--- config.mk ---
export PLATFORM = sky130hd
export DESIGN_NAME = seg7_scan_driver
export DESIGN_NICKNAME = d
export VERILOG_FILES = /design/src/rtl/seg7_pkg.sv /design/src/rtl/seg7_glyph_rom.sv /design/src/rtl/seg7_scan_driver.sv
export SDC_FILE = /design/constraint.sdc
export NUM_CORES = 1
export LEC_CHECK = 0
export BUFFER_PORTS_ARGS = -buffer_cell sky130_fd_sc_hd__buf_2
export CAP_MARGIN = 30
export CORE_UTILIZATION = 54
export DETAILED_ROUTE_END_ITERATION = 12
export MAX_ROUTING_LAYER = met4
export PLACE_DENSITY = 0.75
export SKIP_LAST_GASP = 1
export SYNTH_ARGS = -nofsm -noshare
export SYNTH_HDL_FRONTEND = slang
export SYNTH_SLANG_ARGS = --single-unit
--- constraint.sdc ---
create_clock -name clk -period 2.5 [get_ports clk]
set_input_delay 0.75 -clock clk [delete_from_list [all_inputs] [get_ports clk]]
set_output_delay 0.75 -clock clk [all_outputs]
set_load 0.05 [all_outputs]
--- src/rtl/seg7_pkg.sv ---
// seg7_pkg: shared glyph constants and the nibble-to-segment decode helper
// for the 7-segment scan driver.
//   Glyph constants are lit-high, bit order {g,f,e,d,c,b,a}.
//   seg7_decode(nibble, hex_en): codes 0-9 give digits; 10-15 give hex
//   letters when hex_en=1, otherwise a dash.
package seg7_pkg;

    localparam logic [6:0] SEG_0    = 7'h3F;
    localparam logic [6:0] SEG_1    = 7'h06;
    localparam logic [6:0] SEG_2    = 7'h5B;
    localparam logic [6:0] SEG_3    = 7'h4F;
    localparam logic [6:0] SEG_4    = 7'h66;
    localparam logic [6:0] SEG_5    = 7'h6D;
    localparam logic [6:0] SEG_6    = 7'h7D;
    localparam logic [6:0] SEG_7    = 7'h27;
    localparam logic [6:0] SEG_8    = 7'h7F;
    localparam logic [6:0] SEG_9    = 7'h6F;
    localparam logic [6:0] SEG_A    = 7'h77;
    localparam logic [6:0] SEG_B    = 7'h7C;
    localparam logic [6:0] SEG_C    = 7'h39;
    localparam logic [6:0] SEG_D    = 7'h5E;
    localparam logic [6:0] SEG_E    = 7'h79;
    localparam logic [6:0] SEG_F    = 7'h71;
    localparam logic [6:0] SEG_DASH = 7'h40;
    localparam logic [6:0] SEG_OFF  = 7'h00;

    function automatic logic [6:0] seg7_decode(input logic [3:0] nibble, input logic hex_en);
        logic [6:0] glyph;
        case (nibble)
            4'h0:    glyph = SEG_0;
            4'h1:    glyph = SEG_1;
            4'h2:    glyph = SEG_2;
            4'h3:    glyph = SEG_3;
            4'h4:    glyph = SEG_4;
            4'h5:    glyph = SEG_5;
            4'h6:    glyph = SEG_6;
            4'h7:    glyph = SEG_7;
            4'h8:    glyph = SEG_8;
            4'h9:    glyph = SEG_9;
            4'hA:    glyph = hex_en ? SEG_A : SEG_DASH;
            4'hB:    glyph = hex_en ? SEG_B : SEG_DASH;
            4'hC:    glyph = hex_en ? SEG_C : SEG_DASH;
            4'hD:    glyph = hex_en ? SEG_D : SEG_DASH;
            4'hE:    glyph = hex_en ? SEG_E : SEG_DASH;
            4'hF:    glyph = hex_en ? SEG_F : SEG_DASH;
            default: glyph = SEG_DASH;
        endcase
        return glyph;
    endfunction

endpackage

--- src/rtl/seg7_glyph_rom.sv ---
// seg7_glyph_rom: combinational nibble -> lit-high segment pattern.
//   nibble  in   4  code to display
//   glyph   out  7  {g,f,e,d,c,b,a}, 1 = segment lit
module seg7_glyph_rom
    import seg7_pkg::*;
#(
    parameter bit HEX_EN = 1'b0
) (
    input  logic [3:0] nibble,
    output logic [6:0] glyph
);

    // Pure table lookup through the shared decode helper.
    always_comb begin
        glyph = seg7_decode(nibble, HEX_EN);
    end

endmodule

--- src/rtl/seg7_scan_driver.sv ---
// seg7_scan_driver: time-multiplexed N-digit common-anode 7-segment driver.
//   clk, rst_n        clock, asynchronous active-low reset
//   upd_valid/ready   handshake for a new display word (bcd_in + dp_in)
//   bcd_in            nibble i drives digit i, digit 0 rightmost
//   dp_in             decimal point per digit, 1 = lit
//   lz_blank          live leading-zero suppression enable
//   seg_n, dp_n       active-low segments {g..a} and decimal point
//   dig_n             active-low digit enables, at most one low
// A new word waits in a pending buffer and is copied to the active buffer
// only at a frame end, so a frame never shows a mix of two words.
module seg7_scan_driver
    import seg7_pkg::*;
#(
    parameter int N_DIGITS  = 4,
    parameter int SCAN_DIV  = 50000,
    parameter int BLANK_CYC = 500,
    parameter int HEX_EN    = 0
) (
    input  logic                    clk,
    input  logic                    rst_n,
    input  logic                    upd_valid,
    output logic                    upd_ready,
    input  logic [4*N_DIGITS-1:0]   bcd_in,
    input  logic [N_DIGITS-1:0]     dp_in,
    input  logic                    lz_blank,
    output logic [6:0]              seg_n,
    output logic                    dp_n,
    output logic [N_DIGITS-1:0]     dig_n
);

    localparam int CNT_W = (SCAN_DIV > 1) ? $clog2(SCAN_DIV) : 1;
    localparam int IDX_W = (N_DIGITS > 1) ? $clog2(N_DIGITS) : 1;
    localparam logic [CNT_W-1:0]    CNT_MAX   = CNT_W'(SCAN_DIV - 1);
    localparam logic [CNT_W-1:0]    BLANK_END = CNT_W'(BLANK_CYC);
    localparam logic [IDX_W-1:0]    IDX_MAX   = IDX_W'(N_DIGITS - 1);
    localparam logic [N_DIGITS-1:0] DIG_ONE   = N_DIGITS'(1);

    if (N_DIGITS < 1 || N_DIGITS > 8) begin : g_bad_n_digits
        $error("seg7_scan_driver: N_DIGITS must be in 1..8");
    end
    if (SCAN_DIV < 2) begin : g_bad_scan_div
        $error("seg7_scan_driver: SCAN_DIV must be >= 2");
    end
    if (BLANK_CYC < 0 || BLANK_CYC >= SCAN_DIV) begin : g_bad_blank_cyc
        $error("seg7_scan_driver: BLANK_CYC must be < SCAN_DIV");
    end

    logic [CNT_W-1:0]      cnt_r;
    logic [IDX_W-1:0]      idx_r;
    logic [4*N_DIGITS-1:0] pend_bcd_r;
    logic [N_DIGITS-1:0]   pend_dp_r;
    logic                  pending_full_r;
    logic [4*N_DIGITS-1:0] act_bcd_r;
    logic [N_DIGITS-1:0]   act_dp_r;
    logic [6:0]            seg_n_r;
    logic                  dp_n_r;
    logic [N_DIGITS-1:0]   dig_n_r;

    logic                  frame_end_s;
    logic                  xfer_s;
    logic [3:0]            cur_nib_s;
    logic [6:0]            cur_glyph_s;
    logic [N_DIGITS-1:0]   lead_zero_s;
    logic                  zero_run_s;

    assign frame_end_s = (idx_r == IDX_MAX) && (cnt_r == CNT_MAX);
    // Ready is simply "pending buffer empty", so it is already a register.
    assign xfer_s      = upd_valid && !pending_full_r;
    assign upd_ready   = !pending_full_r;
    assign cur_nib_s   = act_bcd_r[{idx_r, 2'b00} +: 4];

    // Prescaler counts a digit slot; digit index advances when it wraps.
    always_ff @(posedge clk or negedge rst_n) begin
        if (!rst_n) begin
            cnt_r <= '0;
            idx_r <= '0;
        end else if (cnt_r == CNT_MAX) begin
            cnt_r <= '0;
            idx_r <= (idx_r == IDX_MAX) ? '0 : idx_r + 1'b1;
        end else begin
            cnt_r <= cnt_r + 1'b1;
        end
    end

    // Pending/active word buffers; promotion only at frame end.
    // A transfer and a promotion can never coincide because a transfer
    // needs an empty pending buffer and a promotion needs a full one.
    always_ff @(posedge clk or negedge rst_n) begin
        if (!rst_n) begin
            pend_bcd_r     <= '0;
            pend_dp_r      <= '0;
            pending_full_r <= 1'b0;
            act_bcd_r      <= '0;
            act_dp_r       <= '0;
        end else if (xfer_s) begin
            pend_bcd_r     <= bcd_in;
            pend_dp_r      <= dp_in;
            pending_full_r <= 1'b1;
        end else if (frame_end_s && pending_full_r) begin
            act_bcd_r      <= pend_bcd_r;
            act_dp_r       <= pend_dp_r;
            pending_full_r <= 1'b0;
        end
    end

    // Walk from the most significant digit down; a digit is a leading zero
    // while every nibble above and including it is zero. Digit 0 is exempt.
    always_comb begin
        lead_zero_s = '0;
        zero_run_s  = 1'b1;
        for (int k = N_DIGITS - 1; k >= 0; k--) begin
            zero_run_s     = zero_run_s & (act_bcd_r[4*k +: 4] == 4'h0);
            lead_zero_s[k] = zero_run_s & lz_blank & (k != 0);
        end
    end

    seg7_glyph_rom #(
        .HEX_EN (HEX_EN != 0)
    ) u_glyph_rom (
        .nibble (cur_nib_s),
        .glyph  (cur_glyph_s)
    );

    // Output registers: anti-ghost blanking at slot start, else drive the digit.
    always_ff @(posedge clk or negedge rst_n) begin
        if (!rst_n) begin
            seg_n_r <= 7'h7F;
            dp_n_r  <= 1'b1;
            dig_n_r <= '1;
        end else if (cnt_r < BLANK_END) begin
            seg_n_r <= 7'h7F;
            dp_n_r  <= 1'b1;
            dig_n_r <= '1;
        end else begin
            seg_n_r <= lead_zero_s[idx_r] ? ~SEG_OFF : ~cur_glyph_s;
            dp_n_r  <= ~act_dp_r[idx_r];
            dig_n_r <= ~(DIG_ONE << idx_r);
        end
    end

    assign seg_n = seg_n_r;
    assign dp_n  = dp_n_r;
    assign dig_n = dig_n_r;

endmodule

==> results list, run 1 <==
- The worst path uses 88.4% of the clock period.
- Final setup violation count: 0
* Top-area cell type share of the netlist area: 47.1%
- Clock net sink count: 71
- The library cell used most frequently in the layout, excluding fill and tap cells, is sky130_fd_sc_hd__dfrtp_1.
* Area growth from synthesis to layout: 16.0%
- CTS H-tree depth: 3
- Synthesized netlist cell count: 238
* Commonest non-fill, non-tap cells in the layout: 59 x sky130_fd_sc_hd__dfrtp_1, 36 x sky130_fd_sc_hd__buf_2, 21 x sky130_fd_sc_hd__mux2_2
* Run status: complete, no violations
- The finished layout holds 359 standard cells, fillers aside.
* Height of the die: 78.2 um
- In this run, distinct cell masters in the synthesized netlist total 38.
- The global routing stage identified its most utilized layer as met1.
- The path class of the tightest hold or removal check is in2async.
* Final nets: 316
- Transition at the pin with the smallest max-transition slack: 0.377 ns
- Met2 GRT Util: 28.0%
- Worst Setup Start Kind: register
- In this run the core area contains 27 standard-cell rows.
- For this block, the via count after detailed routing is 1909.
- Summing all placed instances gives a cell area of 3420 um2.
- Antenna violations before repair: 0
- The number of hold buffers added after CTS was 0.
- Worst-path clk slew: 0.07 ns
* Clock network latency to the later pin of the worst-skew pair: 0.34 ns
- Routed WL: 5.10 mm
* Synth async-reset ratio: 100%
- Shortest period the worst path allows: 2.21 ns
* Sum of negative setup slack: 0 ns
* Largest driver fanout on the critical path: 21
- Post_cts resized: 0
* Routed length per placed instance: 14.2 um
- Max Slew Vio Count: 0
* GRT Total Usage: 20.4%
* Congestion Overflow GR: 0
- For this run, global-route usage on met1 was measured as 28.8%.
* Via count of the first global-routing pass: 1912
- The count of buffers added on input and output ports is 36.
- Highest clock frequency the design can meet: 452 MHz
- RSZ-0062 raised after global routing: no
- Max Buffers Root-to-Sink: 2
- Area of the die: 6120 um2
* Pin count of the biggest net entering global routing: 72
- Once detail routing completed, the nets flagged for antenna violations numbered 0.
- Overall power consumption after layout is estimated at 0.00229 W.
- Once the clock tree was built, the setup fixing pass inserted 0 buffers.
* Library cell with the largest summed area after synthesis: sky130_fd_sc_hd__dfrtp_1
- Post-detail-place hpwl: 3.61 mm
* Synth Net Count: 272
* Mean post-synth cell area: 13.2 um2
- The count of final hold-check violations is 0.
* Share of final-layout standard cells stronger than drive strength 1: 34.5%
* Slowest library cell on the worst path: sky130_fd_sc_hd__or4_4
* Crit path cell chain: or4_4, nor4_4, and3_4, mux2_1
- Number of DRC violations after detailed-routing iteration 0: 111
* Total I/O pin count: 37
- The worst-case IR drop observed on VDD is 0.484 mV.
* Detail-routed via count per cell: 5.32
* Number of synthesized flops with an enable pin: 0
- The setup path with the least slack is of type reg2reg.
- Number of inserted diodes: 0
- TritonCTS built the clock tree.
* Warnings from Yosys: 0
- The tree is rooted in a sky130_fd_sc_hd__clkbuf_8.
- First-pass GRT wire length: 9.10 mm
- Required time reported for the critical path endpoint: 2.72 ns
- Slowest cell delay on critical path: 0.57 ns
- In this run the power density over the cells is 628 nW/um2.
- In the routed design, unresolved DRC markers number 0.
- Horizontal die dimension: 78.2 um
- Among all flip-flop cells after synthesis, the most frequent one is sky130_fd_sc_hd__dfrtp_1.
- Total leakage power: 1.70 nW
* Final estimated routing congestion in global placement: 0.816
- Layout Cell Area excl Fill: 3640 um2
- By area the synthesized netlist is led by sky130_fd_sc_hd__dfrtp_1 47%, sky130_fd_sc_hd__dfstp_2 10%, sky130_fd_sc_hd__mux2_2 7.5%.
- Starting density of the core: 56.6%
* CP arrival: 2.43 ns
- The first detailed-routing pass took 6 iterations.
* Global-route met3 utilization: 5.12%
- Post-synthesis cell area: 3140 um2
- Max-slew headroom at the worst pin: 74.9%
- Sequential cells were found to cover 57.1% of the synthesized design area.
* Cell count after placement: 343
- #FFs+latches synth: 71
* Number of buffers created by CTS: 9
- Number of max-capacitance violations reported: 0
- Floorplan core area: 5540 um2
- Category of the worst setup path capture point: register
- For the final database, setup skew stands at 0.00693 ns.
## sequential cells by signal, indices dropped and copies added (netlist names)
name / flops
act_bcd_r: 16
cnt_r: 16
pend_bcd_r: 16
seg_n: 7
act_dp_r: 4
dig_n: 4
pend_dp_r: 4
idx_r: 2
dp_n: 1
pending_full_r: 1
## through the flow
step	util (%)	worst slack, ns	hold WS (ns)
global route	65.7	0.197	0.470
detailed placement	61.7	0.297	0.476
global placement	61.7	0.351	0.464
CTS	65.7	0.276	0.424
finish	65.7	0.290	0.409
floorplan	-	0.374	0.453
## logic make-up after synthesis
family / Yosys count / synth area share [%]
flops: 71 / 57.1
simple gates: 64 / 11.2
mux: 45 / 18.0
compound gates: 18 / 3.31
buf+inv: 17 / 2.83
xor+xnor: 13 / 3.63
fa+ha+maj: 10 / 3.99
## metal layers
metal / share of wire, % / up-vias
met5: 0 / -
met4: 1.7 / 0
met3: 3.8 / 8
met2: 44 / 38
met1: 51 / 936
li1: - / 927
## cell usage after synthesis (all sizes together) (2+ instances only)
master,number
dfrtp,59
mux2,40
nor2,17
dfstp,12
nand2,11
nand3,11
ha,10
inv,9
o21ai,9
xor2,8
nor4,6
mux4,5
xnor2,5
and3,4
buf,4
clkbuf,4
a21oi,3
nand4,3
nor2b,3
nor3,2
o211ai,2
or4,2
## report_power, final
| part | leakage [nW] | switching (W) | internal, W |
|---|---|---|---|
| Sequential | 0.899 | 0.0000197 | 0.00119 |
| Clock | 0.110 | 0.000414 | 0.000589 |
| Combinational | 0.687 | 0.0000343 | 0.0000432 |
| Total | 1.70 | 0.000468 | 0.00182 |
## worst max-delay path, delay by kind of cell (launching register included)
family | cells | cell delay [ns]
and+or+nand+nor | 3 | 1.29
DFF | 1 | 0.42
muxes | 1 | 0.37
## worst paths after layout
kind	start	endpoint	slack, ns	cells after the start
max	cnt_r[11]	act_dp_r[3]	0.29	4
min	rst_n	pend_bcd_r[0]	0.41	2
max reg2reg	cnt_r[11]	act_dp_r[3]	0.29	4
min reg2reg	act_dp_r[1]	act_dp_r[1]	0.49	1
max in group asynchronous	rst_n	dig_n[3]	1.76	2
min in group clk	act_dp_r[1]	act_dp_r[1]	0.49	1
## layout make-up
type | count | area (um2)
fillers | 444 | 1900
repair buffers | 41 | 243
clock buffers | 11 | 141
clock inverters | 5 | 81.3
flip-flops and latches | 71 | 1790
inverters | 9 | 33.8
multi-input cells | 150 | 1260
well taps | 72 | 90.1
Power figures use the tool's default switching activity.
==> run 2: changes to the inputs <==
CORE_UTILIZATION = 52   (was 54)
clock period = 1.94 ns   (was 2.5 ns; I/O delays follow)
==> run 2 against run 1 <==
The run now ends with setup timing left. Non-clock buffer count grew 21. Setup slack lost 0.47 ns. Die area grew 3.7%. Final cell count grew 5.8%. First-iteration DRC count grew 2.7%. Final area grew 8.0%. Largest cell class unchanged. Largest power group unchanged. Highest routed layer unchanged.
==> results list, run 2 (synthesis results as in run 1) <==
* Met3 wire length: 249 um
- Largest driver fanout on the critical path: 8
- Among all stages on the critical path, the largest delay is contributed by sky130_fd_sc_hd__or4_4.
- Global routing used 20.8% of the available tracks across all layers.
* Placement row count: 27
- Number of DRC violations after detailed-routing iteration 0: 114
- Entering global routing, the biggest net connects 72 pins.
- The number of cells on the worst reg-to-reg path is 5.
- Port Buf Inserts: 36
- Number of inserted diodes: 0
* P_int: 0.00257 W
* First-pass GRT wire length: 9.40 mm
* Routed length per placed instance: 15.4 um
- Net switching is 19.7% of the power.
- RSZ-0062 raised after global routing: yes
* Commonest non-fill, non-tap cells in the layout: 58 x sky130_fd_sc_hd__dfrtp_1, 36 x sky130_fd_sc_hd__buf_2, 22 x sky130_fd_sc_hd__buf_4
- Total buffers and inverters traversed by the critical path: 1
- The floorplan step set the die height to 79.7 um.
- Total via count in the routed design: 2040
- Share of final-layout standard cells stronger than drive strength 1: 44.8%
- Slowest cell delay on critical path: 0.56 ns
- Highest clock frequency the design can meet: 471 MHz
- The clock reaches the later pin of the worst-skew pair after 0.34 ns.
- Area of the die: 6350 um2
* Final setup violation count: 20
* Failing checks: setup timing
* Final nets: 337
* Top cell family by delay on the critical path: simple AND/OR/NAND/NOR gates
- Worst vdd ir: 0.596 mV
- Clock net sink count: 71
- Max Slew Vio Count: 0
- Number of buffers created by CTS: 9
* CTS H-tree depth: 3
- Compared with the post-synthesis result, the final layout area differs by 25.3%.
- In the final layout, the multi-input gates occupy 1320 um2.
* Clock tree from TritonCTS: built
- The congestion estimate from routability-driven global placement came to 0.811.
* Required time reported for the critical path endpoint: 2.16 ns
- Tightest hold margin: 0.249 ns
* Power density of the placed cells: 815 nW/um2
- After detailed routing, the number of vias per cell comes to 5.37.
- Setup slack on the critical path of the routed design comes to -0.185 ns.
- Routed WL: 5.85 mm
- Measured against its own limit, the worst slew margin works out to 76.0%.
- Clock Root Buffer: sky130_fd_sc_hd__clkbuf_8
* Area taken by flip-flops and latches: 1790 um2
- The clock passes through at most 2 buffers.
* Routed Antenna Nets: 0
* Residual DRC count: 0
* Starting density of the core: 55.3%
- For this design the top-level I/O count stands at 37.
* Shortest period the worst path allows: 2.13 ns
- Category of the worst setup path capture point: register
- The detailed router put a total of 2.72 mm of wire on met1.
- Number of max-capacitance violations reported: 0
* Antenna violations before repair: 0
- Period utilization: 110%
* Fraction of power consumed by combinational cells: 3.2%
- Worst-path clk slew: 0.08 ns
- On the final layout, the worst clock skew is 0.00687 ns.
* Floorplan core area: 5680 um2
* Leading cell type in the layout, fill and taps excluded: sky130_fd_sc_hd__dfrtp_1
- The number of global-route vias before repair came to 1979.
- The largest registers in the layout are act_bcd_r x16, cnt_r x16, pend_bcd_r x16.
- Clock share of power: 48.1%
* CP arrival: 2.35 ns
* P_sw: 0.000630 W
- Critical setup path kind: reg2reg
* Uppermost layer routed: met4
- Run status: complete, but fails checks
- Count of filler cells inserted in the layout: 415
- Congestion Overflow GR: 0
- The worst hold path belongs to the class in2async.
- Traced cell by cell, the critical path runs through or4_4, nor4_4, and3_4, clkbuf_16, mux2_4.
- In this run the number of cells on the critical path is 5.
- Sum of negative setup slack: -3.16 ns
- Post-detail-place hpwl: 3.72 mm
- The worst setup path is launched from a register.
- The pre-antenna-repair detailed-routing pass consisted of 4 iterations.
* Proportion of power drawn by flip-flops and latches: 48.7%
- Final hold violation count: 0
- Total leakage power: 1.83 nW
- Detailed routing placed a total of 2.78 mm of wire on met2.
- Measured along the x axis, the die boundary spans 79.7 um.
- Transition at the pin with the smallest max-transition slack: 0.357 ns
[run 2: path summary, 6_finish.rpt]
path                         startpoint            end  slack [ns]
max                           cnt_r[10]   act_bcd_r[9]       -0.19
min                               rst_n  pend_bcd_r[5]        0.25
max reg2reg                   cnt_r[10]   act_bcd_r[9]       -0.19
min reg2reg                act_bcd_r[0]   act_bcd_r[0]        0.49
max in group asynchronous         rst_n           dp_n        1.36
min in group clk              bcd_in[1]  pend_bcd_r[1]        0.47
[run 2: per-stage QoR]
stage	utilization, %	power [W]	instance area (um2)	cells	setup WS [ns]
floorplan	-	0.00162	3140	238	-0.184
global placement	62.1	0.00168	3530	358	-0.103
detailed placement	62.1	0.00169	3530	358	-0.159
CTS	67.1	0.00324	3810	375	-0.148
global route	69.3	0.00333	3930	380	-0.256
finish	69.3	0.00320	3930	380	-0.185
[run 2: power by group through the flow]
stage	registers [W]	clock network [W]	logic, W
after floorplan	0.00157	0	0.0000431
after global placement	0.00158	0	0.0000985
after detailed placement	0.00159	0	0.000102
after CTS	0.00156	0.00158	0.000102
after global routing	0.00157	0.00164	0.000117
final	0.00156	0.00154	0.000102
[run 2: worst reg2reg max path, stage by stage (launching register included)]
cell and delay (ns):
sky130_fd_sc_hd__dfrtp_1 0.38, sky130_fd_sc_hd__or4_4 0.56, sky130_fd_sc_hd__nor4_4 0.31, sky130_fd_sc_hd__and3_4 0.28, sky130_fd_sc_hd__clkbuf_16 0.18, sky130_fd_sc_hd__mux2_4 0.30
[run 2: what timing repair did]
action	CTS	global route
pin swaps	1	3
gates cloned	0	1
setup endpoints to repair	24	21
buffers inserted	1	4
endpoints found under the hold margin	0	0
resized for setup	2	18
hold buffers	0	0
[run 2: layer usage]
metal / vias to the layer above / global-route usage (%)
li1: 979 / -
met1: 1007 / 26.4
met2: 45 / 30.4
met3: 9 / 6.40
met4: 0 / 9.82
met5: - / -
[run 2: cell type report]
class	instances	area share (%)
clock buffers	9	3.15
clock inverters	7	3.69
inverters	9	0.859
multi-input cells	150	33.7
flip-flops and latches	71	45.6
well taps	72	2.29
repair buffers	62	10.7
